===== src/rtl/sdram_arb_pkg.sv =====
// Shared types and defaults for the two-port SDRAM arbiter (sdram_port_arb).
package sdram_arb_pkg;

  typedef enum logic {
    IDLE = 1'b0,
    BUSY = 1'b1
  } arb_state_e;

  localparam int DEF_ADDR_W    = 25;
  localparam int DEF_DATA_W    = 16;
  localparam int DEF_TAG_DEPTH = 4;

  // Identifies which requester (0 or 1) owns a command or a read tag.
  typedef logic req_id_t;

  function automatic req_id_t other_req(input req_id_t id);
    return ~id;
  endfunction

endpackage


===== src/rtl/sdram_arb_tag_fifo.sv =====
// In-order FIFO of requester IDs for outstanding reads; one entry per accepted read.
module sdram_arb_tag_fifo
  import sdram_arb_pkg::*;
#(
  parameter int DEPTH = DEF_TAG_DEPTH
) (
  input  logic    clk_i,
  input  logic    rst_i,
  input  logic    push_i,
  input  req_id_t push_id_i,
  input  logic    pop_i,
  output req_id_t head_o,
  output logic    full_o,
  output logic    empty_o
);

  localparam int PW = (DEPTH > 1) ? $clog2(DEPTH) : 1;
  localparam logic [PW:0] FULL_CNT = (PW+1)'(DEPTH);
  localparam logic [PW:0] ONE      = (PW+1)'(1);

  logic [PW-1:0] wr_ptr_q, wr_ptr_d;
  logic [PW-1:0] rd_ptr_q, rd_ptr_d;
  logic [PW:0]   count_q, count_d;
  req_id_t       mem_q [DEPTH];
  logic          do_push, do_pop;

  assign full_o  = (count_q == FULL_CNT);
  assign empty_o = (count_q == '0);
  assign head_o  = mem_q[rd_ptr_q];

  // A push while full is only taken when a pop frees the slot in the same cycle.
  assign do_pop  = pop_i && !empty_o;
  assign do_push = push_i && (!full_o || do_pop);

  always_comb begin
    wr_ptr_d = wr_ptr_q;
    rd_ptr_d = rd_ptr_q;
    count_d  = count_q;
    if (do_push) wr_ptr_d = wr_ptr_q + 1'b1;
    if (do_pop)  rd_ptr_d = rd_ptr_q + 1'b1;
    if (do_push && !do_pop)      count_d = count_q + ONE;
    else if (!do_push && do_pop) count_d = count_q - ONE;
  end

  always_ff @(posedge clk_i) begin
    if (rst_i) begin
      wr_ptr_q <= '0;
      rd_ptr_q <= '0;
      count_q  <= '0;
    end else begin
      wr_ptr_q <= wr_ptr_d;
      rd_ptr_q <= rd_ptr_d;
      count_q  <= count_d;
    end
  end

  always_ff @(posedge clk_i) begin
    if (do_push) mem_q[wr_ptr_q] <= push_id_i;
  end

endmodule


===== src/rtl/sdram_port_arb.sv =====
// Two-requester Avalon-MM arbiter in front of one SDRAM controller slave.
// Define SDRAM_ARB_FIXED_PRIO_EN to make requester 0 always win contention (default: round-robin).
module sdram_port_arb
  import sdram_arb_pkg::*;
#(
  parameter int ADDR_W    = DEF_ADDR_W,
  parameter int DATA_W    = DEF_DATA_W,
  parameter int TAG_DEPTH = DEF_TAG_DEPTH
) (
  input  logic                clk_clk,
  input  logic                reset_reset,

  input  logic [ADDR_W-1:0]   m0_address,
  input  logic                m0_read,
  input  logic                m0_write,
  input  logic [DATA_W-1:0]   m0_writedata,
  input  logic [DATA_W/8-1:0] m0_byteenable,
  output logic                m0_waitrequest,
  output logic [DATA_W-1:0]   m0_readdata,
  output logic                m0_readdatavalid,

  input  logic [ADDR_W-1:0]   m1_address,
  input  logic                m1_read,
  input  logic                m1_write,
  input  logic [DATA_W-1:0]   m1_writedata,
  input  logic [DATA_W/8-1:0] m1_byteenable,
  output logic                m1_waitrequest,
  output logic [DATA_W-1:0]   m1_readdata,
  output logic                m1_readdatavalid,

  output logic [ADDR_W-1:0]   s_address,
  output logic                s_read,
  output logic                s_write,
  output logic [DATA_W-1:0]   s_writedata,
  output logic [DATA_W/8-1:0] s_byteenable,
  input  logic                s_waitrequest,
  input  logic [DATA_W-1:0]   s_readdata,
  input  logic                s_readdatavalid,

  output logic                err,
  output logic                dbg_state_o,
  output logic                dbg_grant_o
);

  // Handshake: a command moves when s_read|s_write is high and s_waitrequest is low
  // in the same cycle; the granted requester sees s_waitrequest as its own stall.

  arb_state_e state_q, state_d;
  req_id_t    grant_q, grant_d;
  logic       err_q;

  logic [ADDR_W-1:0]   addr_hold_q;
  logic [DATA_W-1:0]   wdata_hold_q;
  logic [DATA_W/8-1:0] be_hold_q;

  logic                busy, accept;
  logic                elig0, elig1;
  req_id_t             pick;
  logic                g_read, g_write;
  logic [ADDR_W-1:0]   g_addr;
  logic [DATA_W-1:0]   g_wdata;
  logic [DATA_W/8-1:0] g_be;

  logic    fifo_push, fifo_pop, fifo_full, fifo_empty;
  req_id_t fifo_head;

`ifdef SDRAM_ARB_FIXED_PRIO_EN
  assign pick = 1'b0;
`else
  req_id_t ptr_q, ptr_d;
  assign pick = ptr_q;
`endif

  assign busy = (state_q == BUSY);

  assign g_read  = grant_q ? m1_read       : m0_read;
  assign g_write = grant_q ? m1_write      : m0_write;
  assign g_addr  = grant_q ? m1_address    : m0_address;
  assign g_wdata = grant_q ? m1_writedata  : m0_writedata;
  assign g_be    = grant_q ? m1_byteenable : m0_byteenable;

  // Reads need a free tag slot; writes never return data so they stay eligible.
  assign elig0 = m0_write || (m0_read && !fifo_full);
  assign elig1 = m1_write || (m1_read && !fifo_full);

  assign s_read       = busy && g_read;
  assign s_write      = busy && g_write;
  assign s_address    = busy ? g_addr  : addr_hold_q;
  assign s_writedata  = busy ? g_wdata : wdata_hold_q;
  assign s_byteenable = busy ? g_be    : be_hold_q;

  assign accept = busy && (s_read || s_write) && !s_waitrequest;

  assign m0_waitrequest = !(busy && (grant_q == 1'b0)) || s_waitrequest;
  assign m1_waitrequest = !(busy && (grant_q == 1'b1)) || s_waitrequest;

  always_comb begin
    state_d = state_q;
    grant_d = grant_q;
`ifndef SDRAM_ARB_FIXED_PRIO_EN
    ptr_d   = ptr_q;
`endif
    case (state_q)
      IDLE: begin
        if (elig0 && elig1) begin
          grant_d = pick;
          state_d = BUSY;
        end else if (elig0) begin
          grant_d = 1'b0;
          state_d = BUSY;
        end else if (elig1) begin
          grant_d = 1'b1;
          state_d = BUSY;
        end
      end
      BUSY: begin
        if (accept) begin
          state_d = IDLE;
`ifndef SDRAM_ARB_FIXED_PRIO_EN
          ptr_d   = other_req(grant_q);
`endif
        end else if (!g_read && !g_write) begin
          // Requester withdrew its command; release the port rather than lock up.
          state_d = IDLE;
        end
      end
      default: state_d = IDLE;
    endcase
  end

  always_ff @(posedge clk_clk) begin
    if (reset_reset) begin
      state_q      <= IDLE;
      grant_q      <= 1'b0;
      err_q        <= 1'b0;
      addr_hold_q  <= '0;
      wdata_hold_q <= '0;
      be_hold_q    <= '0;
`ifndef SDRAM_ARB_FIXED_PRIO_EN
      ptr_q        <= 1'b0;
`endif
    end else begin
      state_q <= state_d;
      grant_q <= grant_d;
      if (s_readdatavalid && fifo_empty) err_q <= 1'b1;
      if (busy) begin
        addr_hold_q  <= g_addr;
        wdata_hold_q <= g_wdata;
        be_hold_q    <= g_be;
      end
`ifndef SDRAM_ARB_FIXED_PRIO_EN
      ptr_q <= ptr_d;
`endif
    end
  end

  assign fifo_push = accept && s_read;
  assign fifo_pop  = s_readdatavalid;

  sdram_arb_tag_fifo #(
    .DEPTH (TAG_DEPTH)
  ) u_tag_fifo (
    .clk_i     (clk_clk),
    .rst_i     (reset_reset),
    .push_i    (fifo_push),
    .push_id_i (grant_q),
    .pop_i     (fifo_pop),
    .head_o    (fifo_head),
    .full_o    (fifo_full),
    .empty_o   (fifo_empty)
  );

  // Return data is routed by the oldest outstanding tag; stray returns are dropped.
  assign m0_readdatavalid = s_readdatavalid && !fifo_empty && (fifo_head == 1'b0);
  assign m1_readdatavalid = s_readdatavalid && !fifo_empty && (fifo_head == 1'b1);
  assign m0_readdata      = s_readdata;
  assign m1_readdata      = s_readdata;

  assign err         = err_q;
  assign dbg_state_o = state_q;
  assign dbg_grant_o = grant_q;

endmodule


===== config.mk =====
export PLATFORM = sky130hd
export DESIGN_NAME = sdram_port_arb
export DESIGN_NICKNAME = d
export VERILOG_FILES = /design/src/rtl/sdram_arb_pkg.sv /design/src/rtl/sdram_arb_tag_fifo.sv /design/src/rtl/sdram_port_arb.sv
export SDC_FILE = /design/constraint.sdc
export NUM_CORES = 1
export LEC_CHECK = 0
export ABC_AREA = 1
export BUFFER_PORTS_ARGS = -buffer_cell sky130_fd_sc_hd__buf_2
export CAP_MARGIN = 10
export CORE_UTILIZATION = 25
export CTS_CLUSTER_SIZE = 30
export DETAILED_ROUTE_END_ITERATION = 10
export HOLD_SLACK_MARGIN = 0.12
export SLEW_MARGIN = 20
export SYNTH_ARGS = -nofsm -noshare
export SYNTH_HDL_FRONTEND = slang
export SYNTH_HIERARCHICAL = 1
export SYNTH_SLANG_ARGS = --single-unit

===== constraint.sdc =====
create_clock -name clk_clk -period 5.4 [get_ports clk_clk]
set_clock_uncertainty 0.05 [all_clocks]
set_input_delay 0 -clock clk_clk [delete_from_list [all_inputs] [get_ports clk_clk]]
set_output_delay 0 -clock clk_clk [all_outputs]
set_load 0.01 [all_outputs]

# Word-level counts from Yosys, hierarchy flattened
# Memory sizes are Yosys's and may differ from the RTL's. A register that Yosys moved wholly into a read port is not among the register bits.
# Index checks and enable logic that the tools add are counted.
# totals
reg_bits	54
out_inout_bits	84
input_bits	110
memories	1
mem_bits_rw	4
# classes
n_reduce_logical	38
mux	23
eq_ne	1
n_bitwise	3
n_addsub	4
# mem_list
memory	depth	width	read_ports	rd_clocked_by_memory_dff	write_ports	line	text
u_tag_fifo.mem_q	4	1	1	1	1	sdram_arb_tag_fifo.sv:24	req_id_t mem_q [DEPTH];
# op_table
cell	n
25-bit two-way mux	2
16-bit two-way mux	2
1-bit logical AND	18
1-bit two-way mux	12
1-bit zero test	9
2-bit two-way mux	4
1-bit logical OR	6
3-bit two-way mux	2
2-bit by 1-bit adder with 2-bit output, second input constant	2
2-bit AND reduction	2
3-bit by 1-bit adder with 3-bit output, second input constant	1
3-bit equality test, second input constant	1
3-bit zero test	1
1-bit inverter	3
3-bit nonzero test	1
3-bit by 1-bit subtractor with 3-bit output, second input constant	1
1-bit case mux with 2 select lines	1
2-bit nonzero test	1

# Logic depth before layout (Yosys ltp)
# logic_depth
depth_word	11
depth_mapped	15
mapped_depth_nobuf	15

# By module
# Netlist, hierarchy kept.
# by_module_without_submodules
module	area_per_inst_um2	instances	cells_each
sdram_port_arb	2721.4	1	400
sdram_arb_tag_fifo	674.4	1	82

# Worst setup path before layout
# No wires, ideal clock.
# synth_path
path_type	reg-to-reg
start	register grant_q, in the netlist dbg_grant_o
end	register u_tag_fifo.count_q[2]
arrival_ns	2.006
n_path_buf	0
synth_period_minus_slack_ns	2.169
setup_slack_ns	3.231
stages_incl_launch_ff	16
cell_sequence	dfxtp_1 > inv_2 > nand2_1 > nand3_1 > nor2_1 > nand2_1 > inv_1 > ha_1 > inv_1 > fa_1 > inv_1 > nand2_1 > nand3_1 > nand2_1 > nand2_1 > nor2_1
# synth_between
elab_chain_cells	10
# synth_lines
element	line	text
from (decl)	sdram_port_arb.sv:49	req_id_t grant_q, grant_d;
from (signal assigned)	sdram_port_arb.sv:144	grant_q <= grant_d;
1-bit two-way mux, on equally long branches	sdram_port_arb.sv:76, sdram_port_arb.sv:77	
1-bit logical AND, on equally long branches	sdram_port_arb.sv:86, sdram_port_arb.sv:87	
1-bit logical OR	sdram_port_arb.sv:92	assign accept = busy && (s_read || s_write) && !s_waitrequest;
1-bit logical AND (2 in series)	sdram_port_arb.sv:92	
1-bit logical AND (*)	sdram_port_arb.sv:157	assign fifo_push = accept && s_read;
named net fifo_push	sdram_port_arb.sv:64	logic fifo_push, fifo_pop, fifo_full, fifo_empty;
1-bit logical AND (*)	sdram_arb_tag_fifo.sv:33	assign do_push = push_i && (!full_o || do_pop);
named net u_tag_fifo.do_push	sdram_arb_tag_fifo.sv:25	logic do_push, do_pop;
1-bit zero test	sdram_arb_tag_fifo.sv:42	else if (!do_push && do_pop) count_d = count_q - ONE;
1-bit logical AND	sdram_arb_tag_fifo.sv:42	
2-bit nonzero test (no line)	--	
to (signal assigned)	sdram_arb_tag_fifo.sv:53	count_q <= count_d;
to (decl)	sdram_arb_tag_fifo.sv:23	logic [PW:0] count_q, count_d;
# Mark *: on every way through the listed nets, which the timed path passes. The rest lies on a longest branch.
# A chain may end at the register's enable or synchronous reset.

# Worst setup path in the final report
# Ends and elaborated chain as after synthesis.

==> summary.md <==
| Metric | Value |
|---|---|
| Total CTS buffers | `9` |
| Synth top area cells | `dfxtp_1 33%, nand2_1 22%, nand3_2 12%, inv_1 7.8%, buf_4 7.1%` |
| Hold Crit Class | `primary input to register` |
| Drt via density | `4.14` |
| Sequential-to-total area share from yosys stat | `36.6%` |
| N_diodes | `0` |
| Max cap viols | `0` |
| PortBufs | `145` |
| Fin crit period | `2.42 ns` |
| Leakage | `3.11 nW` |
| VDD IR-drop max | `0.223 mV` |
| Max-slew violations | `0` |
| Post CTS Setup Buffer Count | `0` |
| Yosys warns | `6` |
| Rows | `42` |
| Syn-to-layout area delta | `57.5%` |
| Sequential Area | `1240 sq um` |
| Worst skew pair latency | `0.33 ns` |
| IO Pins | `194` |
| Min-delay src | `m0_write` |
| NumNets Final | `814` |
| Adder-Cell Fraction of Synth Area | `2.43%` |
| R2R cell count | `15` |
| Hold endpoint | `pick` |
| Synth Register Bits | `60` |
| Commonest cells after routing, fill and taps aside | `202 x nand2_1, 145 x buf_2, 107 x dlygate4sd3_1, 71 x inv_1, 56 x dfxtp_1` |
| CTS tree | `built` |
| Worst reg2reg path startpoint | `dbg_grant_o` |
| Total grt overflow | `0` |
| GP Congestion | `0.749` |
| Root Driver | `clkbuf_16` |
| Xor/xnor cell area share of the yosys netlist | `0%` |
| Setup violators final | `0` |
| Core area | `13200 sq um` |
| Met1 Usage GRT | `15.7%` |
| Vias | `3633` |
| Period utilisation layout | `44.9%` |
| WP buf/inv | `4` |
| Initial antenna violation count | `0` |
| Register-to-register setup slack | `2.98 ns` |
| Critical path cell sequence | `inv_2 > nand2_1 > nand3_1 > nor2_1 > nand2_1 > inv_1 > ha_1 > inv_1 > fa_1 > inv_1 > nand2_1 > nand3_1 > nand2_1 > nand2_1 > nor2_1` |
| DP Area | `3980 sq um` |
| Total wire length | `9820 um` |
| Final ANT Viol Nets | `0` |
| Busiest grt layer | `met2` |
| Crit Path Class | `register to register` |
| Met3 usage | `4.20%` |
| Drt pass-1 iters | `5` |
| Initial Utilization | `25.6%` |
| DRC | `0` |
| Syn_nets | `598` |
| DP Cell Count | `756` |
| Fraction of synthesized area in multiplexers | `0%` |
| Clock H-tree levels | `3` |
| Hold path cells | `7` |
| Synth area leader | `dfxtp_1` |
| Crit path top cell by count | `nand2_1` |
| First-pass GRT wire length | `16000 um` |
| Startpoint type of the worst setup path | `register` |
| CP arrival | `2.60 ns` |
| Critical Path Max Stage Delay | `0.53 ns` |
| Post-Layout Cell Count | `877` |
| Hold Worst Slack | `0.187 ns` |
| RSZ-0062 raised after global routing | `no` |
| Post-Synthesis Cells | `482` |
| Die area | `14100 sq um` |
| Final hold violation count | `0` |
| Layout cells sized above 1 | `29.5%` |
| Simple-Gate Fraction of Synth Area | `39.1%` |
| Fill cell count | `1338` |
| Final setup TNS | `0 ns` |
| Hold-fix buffer count after cts | `107` |
| Multi-input logic area | `1500 sq um` |
| Vias in the first global route | `3467` |
| Drt wl/cell | `11.2 um` |
| Die height | `119 um` |
| F_max | `0.413 GHz` |
| Status | `completed` |
| Clk sinks | `60` |
| CP Max Fanout | `11` |
| PostCTS Resize Cnt | `0` |
| Most common cell after layout, fill and taps aside | `nand2_1` |
| Power, Total | `1.68 mW` |
| Grt met2 use | `26.2%` |
| Main combinational cell family by area after synthesis | `simple AND/OR/NAND/NOR gates` |
| Tightest Pin Transition | `0.841 ns` |
| CTS clk-pin slew, worst paths | `0.05 ns` |
| Mean Syn Cell Area | `7.05 sq um` |
| Synth cell types | `22` |
| Slowest library cell on the worst path | `dfxtp_1` |
| GRT Util Overall | `14.6%` |
| CTS max path bufs | `2` |
| Crit end category | `register` |
| Delay-heaviest family, CP | `simple AND/OR/NAND/NOR gates` |
| HPWL Detailed | `5650 um` |
| Largest net degree at the start of global routing | `45` |
| Die X | `119 um` |
| Area share of the largest cell type after synthesis | `33.0%` |
| Reg2reg end | `u_tag_fifo/count_q[2]` |
| Post-synthesis compound-gate area fraction | `2.47%` |
| Max_slew headroom | `43.9%` |
| 1st-iter DRT viols | `117` |
| Power Density | `315 nW/um^2` |
| Critical path data required time | `5.57 ns` |
| Netlist Area Pre-Place | `3400 sq um` |
| Final cell area excluding filler cells | `5350 sq um` |
[Yosys cell counts]
library cell    n
buf_2           8
edfxtp_1        4
a21oi_1        13
clkinv_1        1
fa_1            1
inv_1          71
nor2_1         14
nand3_2        40
nand3_1        12
nand2_2         1
nor3_1          2
nor2_4          1
dfxtp_1        56
buf_6           8
buf_4          32
nor3b_1         1
nand2_1       202
a32oi_1         1
o21ai_0         2
inv_2           5
ha_1            5
nand2_4         2
[worst min-delay path, stage by stage]
cell and delay [ns]:
buf_2 0.10, inv_1 0.04, nand2_1 0.05, nand3_1 0.08
nand2_1 0.11, a21oi_1 0.07, nor2_1 0.08
[where the power goes]
group	internal [mW]	switching, mW	leakage, nW
Clock	0.397	0.188	0.145
Combinational	0.265	0.293	2.47
Sequential	0.506	0.0355	0.497
Total	1.17	0.516	3.11
[stage by stage]
| stage | setup WS, ns | util [%] |
|---|---|---|
| 6_report | 2.98 | 40.4 |
| 4_1_cts | 2.98 | 40.4 |
| 3_5_place_dp | 2.99 | 30.0 |
| 5_1_grt | 2.67 | 40.4 |
| 3_3_place_gp | 3.10 | 30.0 |
| 2_1_floorplan | 3.23 | - |
[final cells by class]
class	count	share of cell area, %
clock buffer	11	4.35
multi-input combinational	297	28.0
clock inverter	3	1.22
timing repair buffer	253	33.7
sequential	60	23.2
tap	176	4.12
inverter	77	5.40
[state kept, by name (all words and copies together), names as in the netlist, named ones only]
name                 count
addr_hold_q             25
wdata_hold_q            16
u_tag_fifo/mem_q         4
u_tag_fifo/count_q       3
be_hold_q                2
u_tag_fifo/rd_ptr_q      2
u_tag_fifo/wr_ptr_q      2
dbg_grant_o              1
dbg_state_o              1
err                      1
pick                     1
[kinds of logic (layout without fill, tap and decap cells)]
group	count (synthesis)	count (layout)
AOI/OAI and AO/OA	16	16
and+or+nand+nor	275	275
adders and majority gates	6	6
buffers and inverters	125	344
DFF	60	60
[how the worst max path moves through the flow]
stage | slack, ns | end | from | depth (start not counted)
after floorplan | 3.23 | u_tag_fifo/count_q[2] | dbg_grant_o | 15
after global placement | 3.10 | u_tag_fifo/count_q[2] | dbg_grant_o | 15
after detailed placement | 2.99 | u_tag_fifo/count_q[2] | dbg_grant_o | 15
after CTS | 2.98 | u_tag_fifo/count_q[2] | dbg_grant_o | 15
after global routing | 2.67 | u_tag_fifo/count_q[2] | dbg_grant_o | 15
final | 2.98 | u_tag_fifo/count_q[2] | dbg_grant_o | 15
[layer usage]
metal | vias up | wire, um
met2 | 124 | 5040
met4 | 0 | 232
met5 | - | 0
met1 | 1642 | 4050
li1 | 1849 | -
met3 | 18 | 500
No activity file was read; power rests on OpenSTA's default activity.
